<file path="src/rtl/cdp_rdma_group_ctrl_pkg.sv">
// Shared types for the CDP RDMA ping-pong group scheduler: status encodings,
// FSM state type and the per-group status decode.
package cdp_rdma_pkg;

  localparam logic [1:0] ST_IDLE    = 2'd0;
  localparam logic [1:0] ST_RUNNING = 2'd1;
  localparam logic [1:0] ST_PENDING = 2'd2;

  localparam int unsigned LAT_W = 4;

  typedef enum logic [1:0] {
    S_IDLE = 2'd0,
    S_LOAD = 2'd1,
    S_RUN  = 2'd2,
    S_DONE = 2'd3
  } grp_state_e;

  function automatic logic [1:0] grp_status(input logic en, input logic is_cons,
                                            input logic active);
    if (!en) return ST_IDLE;
    if (is_cons && active) return ST_RUNNING;
    return ST_PENDING;
  endfunction

endpackage

</file>
<file path="src/rtl/cdp_rdma_group_ctrl_if.sv">
// Register-file / datapath side signals of the CDP RDMA group scheduler.
interface cdp_rdma_group_ctrl_if;

  logic       producer;
  logic       op_en_wr;
  logic       op_en_wdata;
  logic       dp_done;
  logic       consumer;
  logic [1:0] status_0;
  logic [1:0] status_1;
  logic       op_en_0;
  logic       op_en_1;
  logic       op_load;
  logic       op_load_grp;
  logic       dp_busy;
  logic       done_intr;
  logic       done_intr_grp;
  logic       op_en_err;
  logic       done_err;
  logic       timeout_err;

  modport master (
    output producer, op_en_wr, op_en_wdata, dp_done,
    input  consumer, status_0, status_1, op_en_0, op_en_1, op_load, op_load_grp,
           dp_busy, done_intr, done_intr_grp, op_en_err, done_err, timeout_err
  );

  modport slave (
    input  producer, op_en_wr, op_en_wdata, dp_done,
    output consumer, status_0, status_1, op_en_0, op_en_1, op_load, op_load_grp,
           dp_busy, done_intr, done_intr_grp, op_en_err, done_err, timeout_err
  );

endinterface

</file>
<file path="src/rtl/cdp_rdma_group_ctrl_grp_flag.sv">
// Per-group op_en flag: software may set it, only the scheduler clears it.
module cdp_rdma_grp_flag (
  input  logic nvdla_core_clk,
  input  logic nvdla_core_rst,
  input  logic wr_en,
  input  logic wdata,
  input  logic clr,
  output logic op_en,
  output logic op_en_err
);

  always_ff @(posedge nvdla_core_clk) begin
    if (nvdla_core_rst) begin
      op_en     <= 1'b0;
      op_en_err <= 1'b0;
    end else begin
      // A set to an already enabled group is dropped, even if it is cleared this cycle
      op_en_err <= wr_en & wdata & op_en;
      if (clr)
        op_en <= 1'b0;
      else if (wr_en & wdata)
        op_en <= 1'b1;
    end
  end

endmodule

</file>
<file path="src/rtl/cdp_rdma_group_ctrl.sv">
// Ping-pong register-group scheduler: sequences LOAD/RUN/DONE for the consumer
// group and reports per-group status to the register file.
module cdp_rdma_group_ctrl
  import cdp_rdma_pkg::*;
#(
  parameter int unsigned CFG_LAT = 2,
  parameter int unsigned TO_W    = 16,
  parameter bit          TO_EN   = 1'b0
) (
  input logic                  nvdla_core_clk,
  input logic                  nvdla_core_rst,
  cdp_rdma_group_ctrl_if.slave bus
);

  localparam logic [LAT_W-1:0] LAT_INIT  = LAT_W'(CFG_LAT - 1);
  localparam logic [TO_W-1:0]  WDOG_MAX  = '1;
  localparam logic [TO_W-1:0]  WDOG_PRE  = WDOG_MAX - TO_W'(1);

  grp_state_e       state, state_nxt;
  logic             consumer_q;
  logic [LAT_W-1:0] lat_cnt;
  logic [TO_W-1:0]  wdog;
  logic             done_err_q;
  logic             timeout_q;
  logic             timeout_set;
  logic             wdog_hit;
  logic             cons_en;
  logic [1:0]       op_en;
  logic [1:0]       flag_err;
  logic             active;

  cdp_rdma_grp_flag u_flag0 (
    .nvdla_core_clk (nvdla_core_clk),
    .nvdla_core_rst (nvdla_core_rst),
    .wr_en          (bus.op_en_wr & ~bus.producer),
    .wdata          (bus.op_en_wdata),
    .clr            ((state == S_DONE) & ~consumer_q),
    .op_en          (op_en[0]),
    .op_en_err      (flag_err[0])
  );

  cdp_rdma_grp_flag u_flag1 (
    .nvdla_core_clk (nvdla_core_clk),
    .nvdla_core_rst (nvdla_core_rst),
    .wr_en          (bus.op_en_wr & bus.producer),
    .wdata          (bus.op_en_wdata),
    .clr            ((state == S_DONE) & consumer_q),
    .op_en          (op_en[1]),
    .op_en_err      (flag_err[1])
  );

  assign cons_en = consumer_q ? op_en[1] : op_en[0];

  // Decided one cycle early so timeout_err is registered and lands with DONE,
  // the cycle in which the watchdog reads all-ones
  assign wdog_hit = TO_EN && (state == S_RUN) && (wdog == WDOG_PRE);

  always_comb begin
    state_nxt   = state;
    timeout_set = 1'b0;
    unique case (state)
      S_IDLE: if (cons_en) state_nxt = S_LOAD;
      S_LOAD: if (lat_cnt == '0) state_nxt = S_RUN;
      S_RUN: begin
        if (bus.dp_done) begin
          state_nxt = S_DONE;
        end else if (wdog_hit) begin
          state_nxt   = S_DONE;
          timeout_set = 1'b1;
        end
      end
      S_DONE: state_nxt = S_IDLE;
      default: state_nxt = S_IDLE;
    endcase
  end

  always_ff @(posedge nvdla_core_clk) begin
    if (nvdla_core_rst) begin
      state      <= S_IDLE;
      consumer_q <= 1'b0;
      lat_cnt    <= '0;
      wdog       <= '0;
      done_err_q <= 1'b0;
      timeout_q  <= 1'b0;
    end else begin
      state      <= state_nxt;
      done_err_q <= bus.dp_done & (state != S_RUN);
      timeout_q  <= timeout_set;
      if (state == S_IDLE && state_nxt == S_LOAD)
        lat_cnt <= LAT_INIT;
      else if (state == S_LOAD && lat_cnt != '0)
        lat_cnt <= lat_cnt - 1'b1;
      if (state == S_LOAD && state_nxt == S_RUN)
        wdog <= '0;
      else if (state == S_RUN)
        wdog <= wdog + 1'b1;
      if (state == S_DONE)
        consumer_q <= ~consumer_q;
    end
  end

  assign active            = (state != S_IDLE);
  assign bus.consumer      = consumer_q;
  assign bus.op_en_0       = op_en[0];
  assign bus.op_en_1       = op_en[1];
  assign bus.status_0      = grp_status(op_en[0], ~consumer_q, active);
  assign bus.status_1      = grp_status(op_en[1], consumer_q, active);
  assign bus.op_load       = (state == S_LOAD) && (lat_cnt == LAT_INIT);
  assign bus.op_load_grp   = bus.op_load & consumer_q;
  assign bus.dp_busy       = (state == S_LOAD) || (state == S_RUN);
  assign bus.done_intr     = (state == S_DONE);
  assign bus.done_intr_grp = (state == S_DONE) & consumer_q;
  assign bus.op_en_err     = |flag_err;
  assign bus.done_err      = done_err_q;
  assign bus.timeout_err   = timeout_q;

endmodule
</file>
<file path="src/flat_wrapper.sv">
// flat-port wrapper written by rule: the top's interface ports become plain ports
module cdp_rdma_group_ctrl_flat import cdp_rdma_pkg::*;
#(
  parameter int unsigned CFG_LAT = 2,
  parameter int unsigned TO_W    = 16,
  parameter bit          TO_EN   = 1'b0
)
  (nvdla_core_clk, nvdla_core_rst, bus_producer, bus_op_en_wr, bus_op_en_wdata, bus_dp_done, bus_consumer, bus_status_0, bus_status_1, bus_op_en_0, bus_op_en_1, bus_op_load, bus_op_load_grp, bus_dp_busy, bus_done_intr, bus_done_intr_grp, bus_op_en_err, bus_done_err, bus_timeout_err);
  cdp_rdma_group_ctrl_if bus_i ();
  input logic nvdla_core_clk;
  input logic nvdla_core_rst;
  input wire logic [$bits(bus_i.producer)-1:0] bus_producer;
  input wire logic [$bits(bus_i.op_en_wr)-1:0] bus_op_en_wr;
  input wire logic [$bits(bus_i.op_en_wdata)-1:0] bus_op_en_wdata;
  input wire logic [$bits(bus_i.dp_done)-1:0] bus_dp_done;
  output wire logic [$bits(bus_i.consumer)-1:0] bus_consumer;
  output wire logic [$bits(bus_i.status_0)-1:0] bus_status_0;
  output wire logic [$bits(bus_i.status_1)-1:0] bus_status_1;
  output wire logic [$bits(bus_i.op_en_0)-1:0] bus_op_en_0;
  output wire logic [$bits(bus_i.op_en_1)-1:0] bus_op_en_1;
  output wire logic [$bits(bus_i.op_load)-1:0] bus_op_load;
  output wire logic [$bits(bus_i.op_load_grp)-1:0] bus_op_load_grp;
  output wire logic [$bits(bus_i.dp_busy)-1:0] bus_dp_busy;
  output wire logic [$bits(bus_i.done_intr)-1:0] bus_done_intr;
  output wire logic [$bits(bus_i.done_intr_grp)-1:0] bus_done_intr_grp;
  output wire logic [$bits(bus_i.op_en_err)-1:0] bus_op_en_err;
  output wire logic [$bits(bus_i.done_err)-1:0] bus_done_err;
  output wire logic [$bits(bus_i.timeout_err)-1:0] bus_timeout_err;
  assign bus_i.producer = bus_producer;
  assign bus_i.op_en_wr = bus_op_en_wr;
  assign bus_i.op_en_wdata = bus_op_en_wdata;
  assign bus_i.dp_done = bus_dp_done;
  assign bus_consumer = bus_i.consumer;
  assign bus_status_0 = bus_i.status_0;
  assign bus_status_1 = bus_i.status_1;
  assign bus_op_en_0 = bus_i.op_en_0;
  assign bus_op_en_1 = bus_i.op_en_1;
  assign bus_op_load = bus_i.op_load;
  assign bus_op_load_grp = bus_i.op_load_grp;
  assign bus_dp_busy = bus_i.dp_busy;
  assign bus_done_intr = bus_i.done_intr;
  assign bus_done_intr_grp = bus_i.done_intr_grp;
  assign bus_op_en_err = bus_i.op_en_err;
  assign bus_done_err = bus_i.done_err;
  assign bus_timeout_err = bus_i.timeout_err;
  cdp_rdma_group_ctrl #(.CFG_LAT(CFG_LAT), .TO_W(TO_W), .TO_EN(TO_EN)) u_core (.nvdla_core_clk(nvdla_core_clk), .nvdla_core_rst(nvdla_core_rst), .bus(bus_i));
endmodule
</file>
<file path="config.mk">
export PLATFORM = sky130hd
export DESIGN_NAME = cdp_rdma_group_ctrl_flat
export DESIGN_NICKNAME = d
export VERILOG_FILES = /design/src/rtl/cdp_rdma_group_ctrl_pkg.sv /design/src/rtl/cdp_rdma_group_ctrl_if.sv /design/src/rtl/cdp_rdma_group_ctrl_grp_flag.sv /design/src/rtl/cdp_rdma_group_ctrl.sv /design/src/flat_wrapper.sv
export SDC_FILE = /design/constraint.sdc
export NUM_CORES = 1
export LEC_CHECK = 0
export CORE_MARGIN = 8
export CORE_UTILIZATION = 28
export CTS_BUF_LIST = sky130_fd_sc_hd__clkbuf_4 sky130_fd_sc_hd__clkbuf_8
export DETAILED_ROUTE_END_ITERATION = 8
export SYNTH_ARGS = -nofsm -noshare
export SYNTH_HDL_FRONTEND = slang
export SYNTH_SLANG_ARGS = --single-unit
</file>
<file path="constraint.sdc">
create_clock -name nvdla_core_clk -period 1.6 [get_ports nvdla_core_clk]
set_input_delay 0.32 -clock nvdla_core_clk [delete_from_list [all_inputs] [get_ports nvdla_core_clk]]
set_output_delay 0.32 -clock nvdla_core_clk [all_outputs]
set_load 0.1 [all_outputs]
</file>
==> results of run 1 <==
==> where the power goes <==
group	total [mW]	switching, mW	internal, mW
combinational	1.61	0.904	0.701
clock	0.242	0.104	0.138
sequential	0.464	0.0860	0.378
total	2.31	1.09	1.22
==> final timing paths <==
path | startpoint | to | depth (start not counted)
setup / recovery | u_core.state[1] | bus_op_load_grp | 5
hold / removal | u_core.u_flag1.op_en | u_core.u_flag1.op_en_err | 2
setup reg to reg | u_core.lat_cnt[0] | u_core.lat_cnt[0] | 5
hold reg to reg | u_core.u_flag1.op_en | u_core.u_flag1.op_en_err | 2
==> synthesized netlist by cell type, drive strengths merged, types with 2 or more instances <==
| master | number | area share |
|---|---|---|
| mux2i | 2 | 0.030 |
| inv | 7 | 0.039 |
| nor3 | 4 | 0.030 |
| ha | 6 | 0.11 |
| clkbuf | 2 | 0.013 |
| nand2 | 3 | 0.017 |
| buf | 2 | 0.019 |
| nor3b | 2 | 0.022 |
| a21oi | 5 | 0.037 |
| o21a | 2 | 0.022 |
| and2 | 2 | 0.019 |
| nor2 | 4 | 0.022 |
| and3 | 3 | 0.037 |
| a311oi | 2 | 0.026 |
| dfxtp | 12 | 0.36 |
| nor4b | 2 | 0.026 |
==> layer usage <==
layer	vias up	track usage	share of wire
met5	-	0	0
met3	2	0.01375	0.023
li1	323	-	-
met1	318	0.1119	0.48
met4	0	0.06540	0.016
met2	17	0.1466	0.48
==> stage by stage <==
stage / cells / hold WS (ns) / setup slack (ns) / util / area, sq um
after floorplan: 74 / 0.3967 / -0.2443 / - / 760.7
after global placement: 121 / 0.4945 / 0.06513 / 0.4983 / 1124
after detailed placement: 121 / 0.5005 / 0.02176 / 0.4983 / 1124
after CTS: 132 / 0.5119 / -0.1149 / 0.5505 / 1241
after global routing: 133 / 0.5333 / -0.1537 / 0.5622 / 1267
final: 133 / 0.5107 / -0.1029 / 0.5622 / 1267
==> logic make-up after synthesis <==
family                     count (synthesis)
and+or+nand+nor                           26
AOI/OAI and AO/OA                         15
DFF                                       12
buffers and inverters                     11
adders and majority gates                  6
muxes                                      2
other                                      1
xor gates and xnor gates                   1
==> cell type report <==
class | count | area, sq um
Fill cell | 198 | 987.2
Multi-Input combinational cell | 51 | 475.5
Timing Repair Buffer | 31 | 427.9
Sequential cell | 12 | 259.0
Clock buffer | 4 | 36.28
Tap cell | 28 | 35.03
Inverter | 7 | 33.78
==> repair_timing <==
item                                    CTS  global route
pin swaps                                 3             1
endpoints found under the setup margin    7            12
cloned                                    0             0
gates resized for setup                   9             7
setup buffers                             7             1
==> flip-flops by register name (all words and copies together) (netlist names) <==
name / flops
u_core.lat_cnt: 4
u_core.state: 2
u_core.bus.consumer: 1
u_core.bus.done_err: 1
u_core.u_flag0.op_en: 1
u_core.u_flag0.op_en_err: 1
u_core.u_flag1.op_en: 1
u_core.u_flag1.op_en_err: 1
==> tightest hold or removal path, delay by kind of cell, from the launching register on <==
kind             cells  cell delay, ns
AND/OR/NAND/NOR      2            0.11
flip-flops           1            0.37
==> flow_summary.yaml, run 1 <==
floorplan:
  pin_count: 21
  rows: 17
  die_h_um: 65.08
  initial_core_util: 0.2991
  dieArea_sq_mm: 0.004235
  coreArea_sq_mm: 0.002255
  die_x_um: 65.08
sta:
  hold_violations: 0
  final-setup-viol-count: 6
  slew_violations: 0
  setup_tns_ns: -0.3440
  fin_crit_ns: 1.703
  timing.final.crit_share: 1.064
  max_freq_mhz: 587.2
  layout_setup_ws_ns: -0.1029
  skew_ns: 0.005427
  rsz0062_at_grt: "yes"
route:
  drt_iter0_drc: 11
  ant_nets: 0
  drc: 0
  route.vias.total: 660
  routed_via_density: 4.962
  firstDrtPassIters: 4
  wl_per_cell_um: 14.25
  drt-total-wl_um: 1895
setup_path:
  cp-start-kind: "register"
  path_buf_inv: 2
  worstPathCellList: "inv_4 > ha_4 > and4bb_4 > and2_4 > buf_12"
  cp-end-kind: "output pin"
  required_ns: 1.28
  worstPathArrival_ns: 1.38
  cpLargestDelayFamily: "simple AND/OR/NAND/NOR gates"
  crit_slowest_cell: "dfxtp_4"
  critPathKind: "reg -> out"
  critical-path-max-stage-delay_ns: 0.36
  cp_max_fo: 3
  reg2reg_slack_ns: 0.04
cells_and_area:
  layout_commonest_cell: "buf_12"
  drive_gt1_frac: 0.5810
  final_cell_mix: "buf_12 (14), buf_4 (10), a21oi_1 (5), clkdlybuf4s50_1 (5), dfxtp_1 (5)"
  nets: 118
  insertedDiodeCount: 0
  syn_to_final_growth_pct: 87.94
global_routing:
  grt_pass1_vias: 657
  grt_start_max_net_pins: 11
  grt_overflow: 0
  grt_pass1_wl_um: 3098
  grt_usage: 0.09253
  antenna_found_initial: 0
synth:
  synth_xor_area_frac: 0.01299
  ys_ff_latch: 12
  synth-warning-count: 0
  synth_compound_area_frac: 0.1614
  synthSimpleGateAreaFrac: 0.2523
  postSynthAreaPerCell_sq_um: 9.113
  syn-num-nets: 86
  synthAdderAreaFrac: 0.1113
  synthMuxAreaShare: 0.02968
  synth_top_family_by_area: "simple AND/OR/NAND/NOR gates"
  synth_flop_cell: "dfxtp_1"
  synth_edf_count: 0
  yosysSeqAreaShare: 0.3562
  ys_types: 34
  synthArstFlopShare: 0
  postSynthCellCount: 74
  syn_area_sq_um: 674.4
clock_network:
  htree_levels: 1
  hold_buffers: 0
  cts_buffers: 3
  cts.sinks: 12
  cts_tree: "yes"
  clkTransAtPathRegs_ns: 0.08
  insertion_delay_ns: 0.27
  clock-root-buffer: "clkbuf_4"
  cts.path.max_buffers: 2
power:
  peakVddDrop_mv: 1.435
  p_leak_nw: 0.4952
  p_per_area_mw_per_mm2: 1824
  totalPowerFinal_mw: 2.312
place:
  place.gp.congestion: 0.7327
  port_buffers: 19
  hpwl_um: 1452
hold_path:
  hold_class: "reg -> reg"
run_status:
  status: "complete, but fails checks"
  violations: "negative setup slack"
job:
  maxCapViolCount: 0
(Power assumes the default switching activity.)
==> inputs of run 2 (changes only) <==
--- a/config.mk
+++ b/config.mk
@@ -9,6 +9,7 @@
 export CORE_UTILIZATION = 28
 export CTS_BUF_LIST = sky130_fd_sc_hd__clkbuf_4 sky130_fd_sc_hd__clkbuf_8
 export DETAILED_ROUTE_END_ITERATION = 8
+export SKIP_CTS_REPAIR_TIMING = 1
 export SYNTH_ARGS = -nofsm -noshare
 export SYNTH_HDL_FRONTEND = slang
 export SYNTH_SLANG_ARGS = --single-unit
==> run 2 against run 1 <==
The run still ends with negative setup slack left. Register-to-register slack hardly changed. Die area did not move. Total power decreased by 4.4%. Via count decreased by 2.3%. Highest routed layer unchanged.
==> flow_summary.yaml, run 2 (synthesis gave the netlist of run 1 again) <==
setup_path:
  cp-end-kind: "output pin"
  critical-path-max-stage-delay_ns: 0.36
  worstPathCellList: "inv_4 > ha_4 > and4bb_4 > and2_4 > buf_12"
  cp-start-kind: "register"
  critPathKind: "reg -> out"
  cp_max_fo: 3
  path_buf_inv: 2
  worstPathArrival_ns: 1.41
  crit_slowest_cell: "dfxtp_4"
  cpLargestDelayFamily: "simple AND/OR/NAND/NOR gates"
  required_ns: 1.28
cells_and_area:
  biggestRegsByFlops: "u_core.lat_cnt (4), u_core.state (2)"
  regMostFlops: "u_core.lat_cnt"
  final_cell_mix: "buf_12 (14), buf_4 (9), a21oi_1 (5), clkdlybuf4s50_1 (5), dfxtp_1 (5)"
  insertedDiodeCount: 0
  largest_reg_flops: 4
  syn_to_final_growth_pct: 83.12
  drive_gt1_frac: 0.5686
  fin_cells: 130
  nets: 115
  layout_commonest_cell: "buf_12"
power:
  totalPowerFinal_mw: 2.210
  p_leak_nw: 0.4762
  peakVddDrop_mv: 1.322
  p_per_area_mw_per_mm2: 1790
floorplan:
  pin_count: 21
  dieArea_sq_mm: 0.004235
  rows: 17
  coreArea_sq_mm: 0.002255
  initial_core_util: 0.2991
  die_x_um: 65.08
  die_h_um: 65.08
sta:
  skew_ns: 0.006931
  fin_crit_ns: 1.733
  layout_setup_ws_ns: -0.1329
  timing.final.crit_share: 1.083
  rsz0062_at_grt: "yes"
  hold_violations: 0
  max_freq_mhz: 577.1
  slew_violations: 0
  final-setup-viol-count: 6
  hold_ws_ns: 0.5114
clock_network:
  cts_tree: "yes"
  cts.sinks: 12
  insertion_delay_ns: 0.27
  htree_levels: 1
  cts.path.max_buffers: 2
  clock-root-buffer: "clkbuf_4"
  cts_buffers: 3
  clkTransAtPathRegs_ns: 0.08
run_status:
  violations: "negative setup slack"
  status: "complete, but fails checks"
global_routing:
  grt_usage: 0.08658
  grt_start_max_net_pins: 11
  grt_overflow: 0
  grt_pass1_wl_um: 2911
  antenna_found_initial: 0
  grt_pass1_vias: 606
job:
  maxCapViolCount: 0
place:
  hpwl_um: 1452
  pre_cts_ws_ns: 0.02176
  port_buffers: 19
  place.gp.congestion: 0.7327
  dp.cells: 121
route:
  route.vias.total: 645
  drt-total-wl_um: 1824
  routed_via_density: 4.962
  ant_nets: 0
  wl_per_cell_um: 14.03
  firstDrtPassIters: 4
  drc: 0
  drt_iter0_drc: 12
hold_path:
  hold_class: "reg -> reg"
[run 2: changes by cell type in the layout (fill, tap and decap cells not counted)]
cell	previous run	this run
buf_4	10	9
inv_4	3	2
buf_6	2	0
inv_2	2	3
[run 2: final timing paths]
check | start | to | slack, ns | depth (start not counted)
max | u_core.state[1] | bus_op_load_grp | -0.13 | 5
min | u_core.u_flag1.op_en | u_core.u_flag1.op_en_err | 0.51 | 2
max reg2reg | u_core.lat_cnt[0] | u_core.lat_cnt[0] | 0.04 | 5
min reg2reg | u_core.u_flag1.op_en | u_core.u_flag1.op_en_err | 0.51 | 2
[run 2: where the power goes]
| part | internal, mW | switching (mW) | total, mW |
|---|---|---|---|
| combinational | 0.632 | 0.865 | 1.50 |
| clock | 0.138 | 0.106 | 0.244 |
| sequential | 0.378 | 0.0907 | 0.469 |
| total | 1.15 | 1.06 | 2.21 |
[run 2: metrics by stage]
step             util  setup TNS [ns]  area, sq um
2_1_floorplan       -         -0.6560        760.7
3_3_place_gp   0.4983               0         1124
3_5_place_dp   0.4983               0         1124
4_1_cts        0.5144         -0.9843         1160
5_1_grt        0.5477         -0.8261         1235
6_report       0.5477         -0.4839         1235
[run 2: layer usage]
| layer | up-vias | track usage | part of all wire |
|---|---|---|---|
| li1 | 314 | - | - |
| met1 | 303 | 0.1079 | 0.47 |
| met2 | 24 | 0.1342 | 0.47 |
| met3 | 4 | 0.01375 | 0.036 |
| met4 | 0 | 0.05722 | 0.022 |
| met5 | - | 0 | 0 |
[run 2: cell type report]
| cell class | count | area [sq um] |
|---|---|---|
| fill | 204 | 1020 |
| sequential | 12 | 259.0 |
| tap | 28 | 35.03 |
| inverter | 7 | 31.28 |
| clock buffer | 4 | 36.28 |
| multi-input combinational | 51 | 475.5 |
| timing repair buffer | 28 | 397.9 |
[run 2: tightest hold or removal path: cells and delay by family, from the launching register on]
kind / cells / cell delay [ns]
DFF: 1 / 0.37
and+or+nand+nor: 2 / 0.11
==> inputs of run 3 (changes only) <==
--- a/config.mk
+++ b/config.mk
@@ -5,6 +5,7 @@
 export SDC_FILE = /design/constraint.sdc
 export NUM_CORES = 1
 export LEC_CHECK = 0
+export CORE_ASPECT_RATIO = 0.9
 export CORE_MARGIN = 8
 export CORE_UTILIZATION = 28
 export CTS_BUF_LIST = sky130_fd_sc_hd__clkbuf_4 sky130_fd_sc_hd__clkbuf_8
==> run 3 against run 2 <==
The run still ends with negative setup slack left. Clock skew is 0.0029 ns higher. Maximum frequency shrank 0.56%. Hold slack better by 0.0033 ns. Sequential share of layout area about the same. Utilization is 2.6 points lower. Non-clock buffer count is the same. Sequential power about the same.
==> flow_summary.yaml, run 3 (synthesis gave the netlist of run 1 again) <==
run_status:
  status: "complete, but fails checks"
  violations: "negative setup slack"
global_routing:
  antenna_found_initial: 0
  grt_start_max_net_pins: 11
  grt_overflow: 0
  grt_usage: 0.08100
  grt_pass1_wl_um: 2587
  grt_pass1_vias: 570
floorplan:
  pin_count: 21
  dieArea_sq_mm: 0.004237
  coreArea_sq_mm: 0.002361
  rows: 17
  die_h_um: 62.56
  die_x_um: 67.73
  initial_core_util: 0.2856
job:
  maxCapViolCount: 0
place:
  pre_cts_ws_ns: 0.04664
  dp.cells: 121
  port_buffers: 19
  place_area_sq_mm: 0.001124
  place.gp.congestion: 0.7190
  hpwl_um: 1303
setup_path:
  required_ns: 1.28
  critPathKind: "reg -> out"
  reg2reg_slack_ns: 0.03
  cp-start-kind: "register"
  worstPathArrival_ns: 1.42
  cp_max_fo: 3
  cp-end-kind: "output pin"
clock_network:
  cts.path.max_buffers: 2
  htree_levels: 1
  cts.sinks: 12
  cts_buffers: 3
  cts_tree: "yes"
  clock-root-buffer: "clkbuf_4"
  clkTransAtPathRegs_ns: 0.08
  insertion_delay_ns: 0.28
route:
  route.vias.total: 616
  firstDrtPassIters: 4
  ant_nets: 0
  drc: 0
  wl_per_cell_um: 13.04
  drt_iter0_drc: 10
  drt-total-wl_um: 1695
  routed_via_density: 4.738
sta:
  rsz0062_at_grt: "yes"
  final-setup-viol-count: 6
  setup_tns_ns: -0.4474
  slew_violations: 0
  fin_crit_ns: 1.743
  hold_ws_ns: 0.5148
  timing.final.crit_share: 1.089
  hold_violations: 0
  skew_ns: 0.009785
  max_freq_mhz: 573.8
  layout_setup_ws_ns: -0.1427
power:
  pwr-share-comb: 0.681
  totalPowerFinal_mw: 2.143
  peakVddDrop_mv: 1.241
  seqPwrFrac: 0.217
  p_per_area_mw_per_mm2: 1741
  p_sw_frac: 0.4871
  internal-power_mw: 1.099
  p_leak_nw: 0.4753
  p_switching_mw: 1.044
  p_clk_frac: 0.101
cells_and_area:
  biggestRegsByFlops: "u_core.lat_cnt (4), u_core.state (2)"
  drive_gt1_frac: 0.5392
  final_area_sq_mm: 0.001231
  nets: 115
  final_cell_mix: "buf_12 (14), buf_4 (9), dfxtp_1 (6), a21oi_1 (5), clkdlybuf4s50_1 (5)"
  utilization: 0.5215
  insertedDiodeCount: 0
  layout_commonest_cell: "buf_12"
  syn_to_final_growth_pct: 82.56
  regMostFlops: "u_core.lat_cnt"
  fin_cells: 130
  largest_reg_flops: 4
hold_path:
  hold_class: "reg -> reg"
## run 3: cell count changes in the layout (fill, tap and decap cells not counted)
cell and delta:
ha_1 +1, clkbuf_4 +1, dfxtp_2 -1, nor4_1 -1, inv_2 -2, dfxtp_1 +1, ha_2 -1, clkbuf_8 -1
nor4_2 +1, inv_1 +2
## run 3: worst paths after layout
check	start	end	depth (start not counted)
max	u_core.state[1]	bus_op_load_grp	5
max reg2reg	u_core.lat_cnt[0]	u_core.lat_cnt[0]	5
min	u_core.u_flag1.op_en	u_core.u_flag1.op_en_err	2
min reg2reg	u_core.u_flag1.op_en	u_core.u_flag1.op_en_err	2
## run 3: critical path, stage by stage (launching register included)
cell	delay (ns)
dfxtp_4	0.36
inv_4	0.07
ha_4	0.13
and4bb_4	0.26
and2_4	0.15
buf_12	0.16
## run 3: layer usage
| metal | GRT usage | routed length, um |
|---|---|---|
| met1 | 0.09804 | 795 |
| met2 | 0.1136 | 731 |
| met3 | 0.01971 | 119 |
| met4 | 0.07050 | 50 |
| met5 | 0 | 0 |
## run 3: layout make-up
type / count / area [sq um]
inverter: 7 / 31.28
tap: 28 / 35.03
sequential: 12 / 257.7
multi-input combinational: 51 / 479.2
fill: 224 / 1130
clock buffer: 4 / 30.03
timing repair buffer: 28 / 397.9
## run 3: power by group through the flow
stage	registers [mW]	logic [mW]	clock network, mW
after detailed placement	0.466	1.31	0
after CTS	0.458	1.31	0.227
after floorplan	0.509	0.882	0
after global routing	0.477	1.55	0.239
final	0.466	1.46	0.217
after global placement	0.462	1.31	0
